==> src/rtl/hamming_stream_ctrl.sv <==
// Hamming(7,4) single-error corrector with valid/ready stream handshake
// and per-frame / running correction statistics.
module hamming_stream_ctrl #(
    parameter int unsigned FRAME_LEN = 8,
    parameter int unsigned CNT_W     = 16
) (
    input  logic             clk,
    input  logic             rst,
    input  logic             in_valid,
    output logic             in_ready,
    input  logic [7:0]       in_code,
    output logic             out_valid,
    input  logic             out_ready,
    output logic [3:0]       out_data,
    output logic [2:0]       out_syndrome,
    output logic             out_fixed,
    output logic             frame_done,
    output logic [CNT_W-1:0] frame_err_cnt,
    output logic [CNT_W-1:0] total_fixed,
    input  logic             clr_stats
);

    localparam logic [1:0] S_IDLE = 2'd0;
    localparam logic [1:0] S_CALC = 2'd1;
    localparam logic [1:0] S_OUT  = 2'd2;

    localparam int unsigned     WC_W    = (FRAME_LEN > 1) ? $clog2(FRAME_LEN) : 1;
    localparam logic [WC_W-1:0] WC_LAST = WC_W'(FRAME_LEN - 1);

    logic [1:0]       state;
    logic [7:1]       hold;
    logic [WC_W-1:0]  word_cnt;
    logic [CNT_W-1:0] acc;
    logic [2:0]       syn;
    logic [7:1]       corr;
    logic             out_hs;
    logic [CNT_W-1:0] acc_inc;
    logic [CNT_W-1:0] total_inc;

    // Bit 0 of the codeword carries no information.
    logic unused_bit0;
    assign unused_bit0 = in_code[0];

    assign in_ready  = (state == S_IDLE);
    assign out_valid = (state == S_OUT);
    assign out_hs    = out_valid & out_ready;

    assign acc_inc   = (acc == '1) ? acc : acc + 1'b1;
    assign total_inc = (total_fixed == '1) ? total_fixed : total_fixed + 1'b1;

    always_comb begin
        syn[0] = hold[1] ^ hold[3] ^ hold[5] ^ hold[7];
        syn[1] = hold[2] ^ hold[3] ^ hold[6] ^ hold[7];
        syn[2] = hold[4] ^ hold[5] ^ hold[6] ^ hold[7];
        corr   = hold;
        for (int unsigned i = 1; i <= 7; i++) begin
            corr[i] = hold[i] ^ (syn == 3'(i));
        end
    end

    always_ff @(posedge clk) begin
        if (rst) begin
            state         <= S_IDLE;
            hold          <= '0;
            out_data      <= '0;
            out_syndrome  <= '0;
            out_fixed     <= 1'b0;
            frame_done    <= 1'b0;
            frame_err_cnt <= '0;
            total_fixed   <= '0;
            word_cnt      <= '0;
            acc           <= '0;
        end else begin
            frame_done <= 1'b0;

            case (state)
                S_IDLE: begin
                    if (in_valid) begin
                        hold  <= in_code[7:1];
                        state <= S_CALC;
                    end
                end
                S_CALC: begin
                    out_data     <= {corr[7], corr[6], corr[5], corr[3]};
                    out_syndrome <= syn;
                    out_fixed    <= |syn;
                    state        <= S_OUT;
                end
                S_OUT: begin
                    if (out_ready) state <= S_IDLE;
                end
                default: state <= S_IDLE;
            endcase

            // Last word of a frame folds its own error into the published count.
            if (out_hs) begin
                if (word_cnt == WC_LAST) begin
                    word_cnt      <= '0;
                    frame_err_cnt <= out_fixed ? acc_inc : acc;
                    acc           <= '0;
                    frame_done    <= 1'b1;
                end else begin
                    word_cnt <= word_cnt + 1'b1;
                    if (out_fixed) acc <= acc_inc;
                end
            end

            if (clr_stats)
                total_fixed <= '0;
            else if (out_hs && out_fixed)
                total_fixed <= total_inc;
        end
    end

endmodule

==> config.mk <==
export PLATFORM = sky130hd
export DESIGN_NAME = hamming_stream_ctrl
export DESIGN_NICKNAME = d
export VERILOG_FILES = /design/src/rtl/hamming_stream_ctrl.sv
export SDC_FILE = /design/constraint.sdc
export NUM_CORES = 1
export LEC_CHECK = 0
export CORE_MARGIN = 3
export CORE_UTILIZATION = 49
export CTS_CLUSTER_DIAMETER = 30
export DETAILED_ROUTE_END_ITERATION = 6
export PLACE_DENSITY = 0.77
export REMOVE_ABC_BUFFERS = 1
export SLEW_MARGIN = 20
export SYNTH_ARGS = -nofsm -noshare
export SYNTH_HDL_FRONTEND = slang
export SYNTH_SLANG_ARGS = --single-unit
export TNS_END_PERCENT = 1
==> constraint.sdc <==
create_clock -name clk -period 1.85 [get_ports clk]
set_input_delay 0.2775 -clock clk [delete_from_list [all_inputs] [get_ports clk]]
set_output_delay 0.2775 -clock clk [all_outputs]
set_load 0.005 [all_outputs]
== Word-level counts from Yosys, hierarchy flattened ==
Cells that the tools add are included.

* Register bits: 69
* Input port bits: 13
* Output and inout port bits: 43
* Word-level logic and storage cells: 57

* Add/subtract/negate cells: 3
* Equal/unequal tests: 11
* Mux-type cells: 8
* Bitwise operators: 16
* Reduce and logical (&&, ||, !) cells: 9

{| class="wikitable"
|+ Operator list
! operator !! number
|-
| $mux 16 || 3
|-
| $add 16x1->16 const B || 2
|-
| $eq 16x16->1 const B || 2
|-
| $xor 1x1->1 || 13
|-
| $eq 3x3->1 const B || 4
|-
| $reduce_and 2->1 || 4
|-
| $pmux 2 s3 || 1
|-
| $mux 2 || 2
|-
| $reduce_or 2->1 || 2
|-
| $add 3x1->3 const B || 1
|-
| $eq 3x2->1 const B || 1
|-
| $mux 3 || 1
|-
| $reduce_or 3->1 || 1
|-
| $eq 2x1->1 const B || 1
|-
| $eq 2x2->1 const B || 1
|-
| $logic_not 2->1 || 1
|-
| $ne 2x1->1 const B || 1
|-
| $ne 2x2->1 const B || 1
|-
| $not 1->1 || 2
|-
| $and 1x1->1 || 1
|-
| $logic_and 1x1->1 || 1
|-
| $mux 1 || 1
|}

== Depth between registers and ports, before layout ==
Gate-level depths: netlist of run 1.

* Depth in word-level cells: 5
* Gate-level depth with buffers: 7
* Depth with buffers taken out: 6

== Worst setup path after synthesis of run 1 ==
Ideal clock, no wire load.

* Kind: register -> register
* Start point: register acc[0]
* End point: register acc[10]
* Library setup time: 0.087 ns
* Arrival time: 1.766 ns
* Data required time: 1.763 ns
* Slack: -0.003 ns
* Cell stages (with the launch flop): 6
* Buffers on the path: 0
* Period minus slack after synthesis: 1.853 ns
* Path through: dfxtp_1 ha_1 nand2_1 or3_1 or4b_1 o31ai_1

* Cells in the longest elaborated chain, start to end: 4
* Elaborated cells on any way between the ends: 5
* Those cells by class: 1 x add/sub; 1 x eq/ne; 3 x mux

{| class="wikitable"
|+ RTL lines
! what !! RTL line !! RTL
|-
| from (decl) || 33 || <nowiki>logic [CNT_W-1:0] acc;</nowiki>
|-
| from (signal assigned) || 104 || <nowiki>if (out_fixed) acc <= acc_inc;</nowiki>
|-
| $add 16x1->16 or $eq 16x16->1 (tied branches) || 48 || <nowiki>assign acc_inc = (acc == '1) ? acc : acc + 1'b1;</nowiki>
|-
| $mux 16 (*) || 48 ||
|-
| $mux 16 (*) || 104 ||
|-
| $mux 16 (*) || 97 || <nowiki>if (word_cnt == WC_LAST) begin</nowiki>
|}

Mark *: on every way between the ends. The rest lies on a longest branch, timed or not.
A chain may end at the register's enable or synchronous reset.

== Final worst setup path of run 1 ==
* Start point: register word_cnt[0]
* End point: register acc[1]

* Cells in the longest elaborated chain, start to end: 2

{| class="wikitable"
|+ RTL lines
! what !! RTL line !! RTL
|-
| from (decl) || 32 || <nowiki>logic [WC_W-1:0] word_cnt;</nowiki>
|-
| from (signal assigned) || 103 || <nowiki>word_cnt <= word_cnt + 1'b1;</nowiki>
|-
| $eq 3x3->1 || 97 ||
|-
| $mux 16 || 97 ||
|}

Every way passes these cells.

==> metrics.yaml, run 1 <==
status: "complete, no violations"
ys_async_sr_fraction: 0
io_buffers: 54
vdd_drop_max_mv: 0.432
yosys.area_share.simple: 0.293
clock-sinks: 69
avgSynthCellArea_um2: 8.33
yosys-mux-area-fraction: 0.0167
wirelength_mm: 9.25
seqPwrFrac: 0.477
reg2reg_setup_slack_ns: 0.02
synth_fa_ha_area_frac: 0.0139
grt-ovfl-total: 0
pwr-share-clk: 0.406
setup_viol: 0
finalClockSkew_ns: 0.00849
rsz0062_at_grt: "yes"
cts_tree: "yes"
fmax_mhz: 548
cp.arrival_ns: 2.11
internal-power_w: 0.00247
drt_iter0_drc: 205
layout_common_cells: "dfxtp_1 (66), buf_4 (59), clkdlybuf4s50_1 (51), nand2_1 (44), a21oi_1 (34)"
path_class: "reg -> reg"
switching_power_w: 0.000823
start_util: 0.518
synthXorXnorAreaFrac: 0.0365
whs_ns: 0.392
vias_per_cell: 5.91
grt.total_usage: 0.226
syn-cell-area_mm2: 0.00360
fill_cells: 550
combPwrFrac: 0.117
drc: 0
worstSetupStartpointType: "flip-flop"
ys_types: 54
syn2layout_area_growth_pct: 35.2
postSynthCellCount: 432
htree_levels: 3
finalCritPeriodShare: 0.987
power_w: 0.00330
clock_latency_ns: 0.35
fin_cells: 629
postCtsSetupBuffers: 0
first_pass_iters: 5
min_from: "rst"
synth-compound-area-share: 0.212
ys_seq_elements: 69
nNetsFinal: 545
antenna_left: 0
drv_slew: 0
core_area_mm2: 0.00694
hold_buffers: 0
die_y_um: 91.7
grt_start_max_net_pins: 25
dpl_cell_area_mm2: 0.00460
dieArea_mm2: 0.00841
grt_pass1_wl_mm: 15.9
hold_end: "frame_err_cnt[5]"
end_kind: "flip-flop"
clk_pin_slew_ns: 0.08
cts_root_buffer: "clkbuf_8"
io_pins: 56
grt_pass1_vias: 3476
hold_path_depth: 2
drv_cap: 0
power.density_mw_per_mm2: 677
num_vias: 3719
relSlewSlack: 0.678
dp.cells: 613
period_needed_ns: 1.83
diodes: 0
timing.rr.end: "acc[1]"
synth_top_family_by_area: "simple AND/OR/NAND/NOR gates"
synth_top_flop_cell: "dfxtp_1"
wl_per_cell_um: 14.7
cts_buffer_depth: 2
drive_gt1_frac: 0.189
worstPathMaxFanout: 3
floorplan.die.width_um: 91.7
dp_hpwl_mm: 6.69
reg2reg_depth: 5
crit_required_ns: 2.13
rows: 30
place.gp.congestion: 0.895
tns_ns: 0
min_path_type: "in -> reg"
seq_area_frac_synth: 0.384
sw_frac_of_total: 0.250
antenna_found_initial: 0
synth-edff-count: 0
stdcell_area_mm2: 0.00487
cts_buffers: 9
max_slew.worst_pin.slew_ns: 0.483
hold_viol: 0
layout_commonest_cell: "dfxtp_1"
worstReg2RegStart: "word_cnt[0]"
yosys_warnings: 0
p_leak_nw: 1.66
[critical path, stage by stage (launching register included)]
cell       delay (ns)
dfxtp_1          0.34
ha_1             0.21
ha_1             0.19
nand4bb_4        0.23
or4b_2           0.64
a21oi_2          0.14
[state kept, by name, indices dropped and copies added, names as in the netlist]
| name | cells |
|---|---|
| out_syndrome | 3 |
| acc | 16 |
| hold | 7 |
| frame_done | 1 |
| out_data | 4 |
| word_cnt | 3 |
| frame_err_cnt | 16 |
| out_fixed | 1 |
| total_fixed | 16 |
| state | 2 |
[how the worst max path moves through the flow]
stage	cells past startpoint	to	from
finish	5	acc[1]	word_cnt[0]
global route	5	acc[1]	word_cnt[0]
CTS	3	out_valid	state[1]
detailed placement	5	total_fixed[15]	out_ready
global placement	5	total_fixed[13]	out_ready
floorplan	6	frame_err_cnt[14]	word_cnt[0]
[power groups by stage]
| stage | clock [W] | sequential, W | combinational [W] |
|---|---|---|---|
| floorplan | 0 | 0.00161 | 0.000183 |
| global placement | 0 | 0.00160 | 0.000366 |
| detailed placement | 0 | 0.00160 | 0.000377 |
| CTS | 0.00136 | 0.00157 | 0.000381 |
| global route | 0.00142 | 0.00158 | 0.000428 |
| finish | 0.00134 | 0.00157 | 0.000386 |
[cell usage after synthesis (3+ instances only)]
cell / number / area, µm²
inv_1: 8 / 30.0
or3_1: 21 / 131
nand3b_1: 3 / 22.5
nor2_1: 35 / 131
and3b_1: 3 / 26.3
nand3_1: 13 / 65.1
ha_1: 4 / 50.1
a31oi_1: 6 / 37.5
and4_1: 3 / 26.3
or4_1: 16 / 120
o211ai_1: 9 / 67.6
xnor2_1: 12 / 105
nor4_1: 4 / 25.0
nor4_2: 3 / 37.5
o31ai_1: 12 / 90.1
mux2i_1: 6 / 60.1
dfxtp_1: 69 / 1380
xor2_1: 3 / 26.3
o21ai_0: 16 / 80.1
buf_2: 9 / 45.0
and3_1: 3 / 18.8
nor3_1: 10 / 50.1
nand2_1: 44 / 165
a311oi_1: 13 / 114
nand4_1: 10 / 62.6
a21oi_1: 35 / 175
clkbuf_1: 18 / 67.6
and2_1: 4 / 25.0
a211oi_1: 11 / 82.6
[kinds of logic (layout without fill, tap and decap cells)]
logic type	after synthesis	in the layout
AOI/OAI and AO/OA	115	115
buffers and inverters	38	139
muxes	6	6
xor gates and xnor gates	15	15
and+or+nand+nor	185	185
adders and majority gates	4	4
DFF	69	69
[through the flow]
stage	util	setup slack, ns
2_1_floorplan	-	-0.275
3_3_place_gp	0.662	-0.188
3_5_place_dp	0.662	-0.234
4_1_cts	0.693	0.0207
5_1_grt	0.701	-0.0321
6_report	0.701	0.0241
[layout make-up]
cell class	instances	area, µm²	area share
clock buffer	12	135	0.0278
clock inverter	4	72.6	0.0149
inverter	8	30.0	0.00617
multi-input combinational	325	2110	0.434
sequential	69	1390	0.285
tap	96	120	0.0247
timing repair buffer	115	1010	0.208
[routing by layer]
| metal | part of all wire | up-vias | routed length (µm) | GRT usage |
|---|---|---|---|---|
| met3 | 0.062 | 16 | 577 | 0.0435 |
| met5 | 0 | - | 0 | 0 |
| met2 | 0.47 | 130 | 4370 | 0.368 |
| li1 | - | 1826 | - | - |
| met1 | 0.45 | 1747 | 4150 | 0.295 |
| met4 | 0.016 | 0 | 152 | 0.0903 |
[what timing repair did]
action	CTS	global route
hold endpoints to repair	0	0
endpoints found under the setup margin	2	22
resized for setup	2	14
pin swaps	0	1
No activity file was read; power rests on OpenSTA's default activity.
==> run 2, diff against run 1 <==
--- a/config.mk
+++ b/config.mk
@@ -5,13 +5,13 @@
 export SDC_FILE = /design/constraint.sdc
 export NUM_CORES = 1
 export LEC_CHECK = 0
-export CORE_MARGIN = 3
-export CORE_UTILIZATION = 49
+export CORE_MARGIN = 1.5
+export CORE_UTILIZATION = 55
 export CTS_CLUSTER_DIAMETER = 30
 export DETAILED_ROUTE_END_ITERATION = 6
-export PLACE_DENSITY = 0.77
+export PLACE_DENSITY = 0.81
 export REMOVE_ABC_BUFFERS = 1
-export SLEW_MARGIN = 20
+export SLEW_MARGIN = 40
 export SYNTH_ARGS = -nofsm -noshare
 export SYNTH_HDL_FRONTEND = slang
 export SYNTH_SLANG_ARGS = --single-unit
==> constraint.sdc (replaced) <==
create_clock -name clk -period 2.19 [get_ports clk]
set_input_delay 0.3285 -clock clk [delete_from_list [all_inputs] [get_ports clk]]
set_output_delay 0.3285 -clock clk [all_outputs]
set_load 0.005 [all_outputs]
==> metrics.yaml, run 2 (synthesis results as in run 1) <==
layout_common_cells: "dfxtp_1 (68), clkdlybuf4s50_1 (53), nand2_1 (44), nor2_1 (35), a21oi_1 (35)"
finalCritPeriodShare: 0.913
clk_pin_slew_ns: 0.07  # about the same
vdd_drop_max_mv: 0.385  # -11%
met2_length_mm: 4.10  # -6.0%
num_vias: 3580  # -3.7%
cts_tree: "yes"
clock-sinks: 69  # unchanged
fmax_mhz: 500
grt_pass1_vias: 3329  # -4.2%
switching_power_w: 0.000692  # -16%
grt.total_usage: 0.257  # +0.0311
finalClockSkew_ns: 0.00505  # -0.00344 ns
reg2reg_setup_slack_ns: 0.20  # +0.18 ns
end_kind: "primary output"
relSlewSlack: 0.581  # -0.0966
drv_cap: 0  # unchanged
dieArea_mm2: 0.00704  # -16%
seqPwrFrac: 0.501  # +0.024
drv_slew: 0  # unchanged
pwr-share-clk: 0.394  # -0.012
cp.arrival_ns: 1.67  # -0.44 ns
clock_latency_ns: 0.35  # about the same
htree_levels: 3  # unchanged
wl_per_cell_um: 15.1  # +2.8%
floorplan.die.width_um: 83.9  # -8.5%
p_leak_nw: 1.45  # -13%
diodes: 0  # unchanged
start_util: 0.567  # +0.0485
syn2layout_area_growth_pct: 25.3
worstReg2RegStart: "word_cnt[0]"
dp_hpwl_mm: 6.00  # -10%
wl_met3_um: 540  # -6.4%
place.gp.congestion: 0.856  # -4.3%
internal-power_w: 0.00197  # -20%
min_path_type: "in -> reg"
timing.rr.end: "acc[6]"
nNetsFinal: 510  # -6.4%
hold_buffers: 0  # unchanged
io_pins: 56  # unchanged
status: "complete, no violations"
path_class: "reg -> out"
crit_required_ns: 1.86  # -0.27 ns
cts_buffer_depth: 2  # unchanged
cts_buffers: 9  # unchanged
setup_viol: 0  # unchanged
grt_start_max_net_pins: 26  # +4.0%
cts_root_buffer: "clkbuf_8"
die_y_um: 83.9  # -8.5%
reg2reg_depth: 6  # +1
power_w: 0.00266  # -19%
worstPathMaxFanout: 8  # +5
antenna_found_initial: 0  # unchanged
critPathLaunch: "state[1]"
wirelength_mm: 8.69  # -6.0%
grt-ovfl-total: 0  # unchanged
vias_per_cell: 6.23  # +5.3%
io_buffers: 54  # unchanged
antenna_left: 0  # unchanged
layout_commonest_cell: "dfxtp_1"
rsz0062_at_grt: "no"
reg_top3: "acc (16), frame_err_cnt (16), total_fixed (16)"
hold_viol: 0  # unchanged
sw_frac_of_total: 0.260  # +0.00998
power.density_mw_per_mm2: 590  # -13%
wl_met1_mm: 3.89  # -6.2%
max_slew.worst_pin.slew_ns: 0.622  # +0.139 ns
drive_gt1_frac: 0.114  # -0.0750
worstSetupStartpointType: "flip-flop"
drt_iter0_drc: 252  # +23%
crit_path_end: "out_valid"
first_pass_iters: 5  # unchanged
period_needed_ns: 2.00
grt_pass1_wl_mm: 15.0  # -5.3%
core_area_mm2: 0.00635  # -8.6%
routed.top_layer: "met4"
combPwrFrac: 0.105  # -0.012
rows: 29  # -3.3%
hold_path_depth: 2  # unchanged
tns_ns: 0  # unchanged
drc: 0  # unchanged
==> run 2: worst max-delay path, cell delays in order, from the launching register on <==
cell and delay [ns]:
dfxtp_1 0.48, nor2b_1 0.29, clkdlybuf4s50_1 0.55
==> run 2: how the worst min path moves through the flow <==
stage	slack [ns]	to	startpoint
2_1_floorplan	0.40	acc[1]	rst
6_report	0.36	frame_err_cnt[10]	rst
4_1_cts	0.36	frame_err_cnt[4]	rst
5_1_grt	0.39	frame_err_cnt[4]	rst
3_5_place_dp	0.45	frame_err_cnt[5]	frame_err_cnt[5]
3_3_place_gp	0.44	frame_err_cnt[5]	frame_err_cnt[5]
==> run 2: final cells by class <==
type	instances	area (µm²)
multi-input combinational	325	2060
fill	513	1840
sequential	69	1380
timing repair buffer	80	743
clock buffer	10	138
tap	77	96.3
clock inverter	6	62.6
inverter	8	30.0
==> run 2: per-layer routing <==
metal | vias to the layer above | global-route usage
met4 | 0 | 0.119
li1 | 1757 | -
met3 | 14 | 0.0504
met1 | 1663 | 0.328
met5 | - | 0
met2 | 146 | 0.419
==> run 2: power groups by stage <==
stage | registers [W] | clock network (W) | logic (W)
after floorplan | 0.00136 | 0 | 0.000155
after CTS | 0.00133 | 0.00106 | 0.000279
after global placement | 0.00136 | 0 | 0.000269
after detailed placement | 0.00136 | 0 | 0.000277
final | 0.00134 | 0.00105 | 0.000280
after global routing | 0.00134 | 0.00112 | 0.000312
==> run 2: what timing repair did <==
action | CTS | global route
buffers inserted | 0 | 0
resized for setup | 0 | 1
setup endpoints to repair | 0 | 1
==> run 2: per-stage QoR <==
stage	cells	worst slack [ns]	hold slack [ns]	cell area, µm²	utilization
6_report	575	0.190	0.358	4510	0.711
5_1_grt	575	0.0727	0.388	4510	0.711
4_1_cts	575	0.162	0.358	4510	0.710
3_5_place_dp	559	0.00717	0.447	4310	0.679
3_3_place_gp	559	0.0290	0.443	4310	0.679
2_1_floorplan	402	0.0647	0.398	3470	-
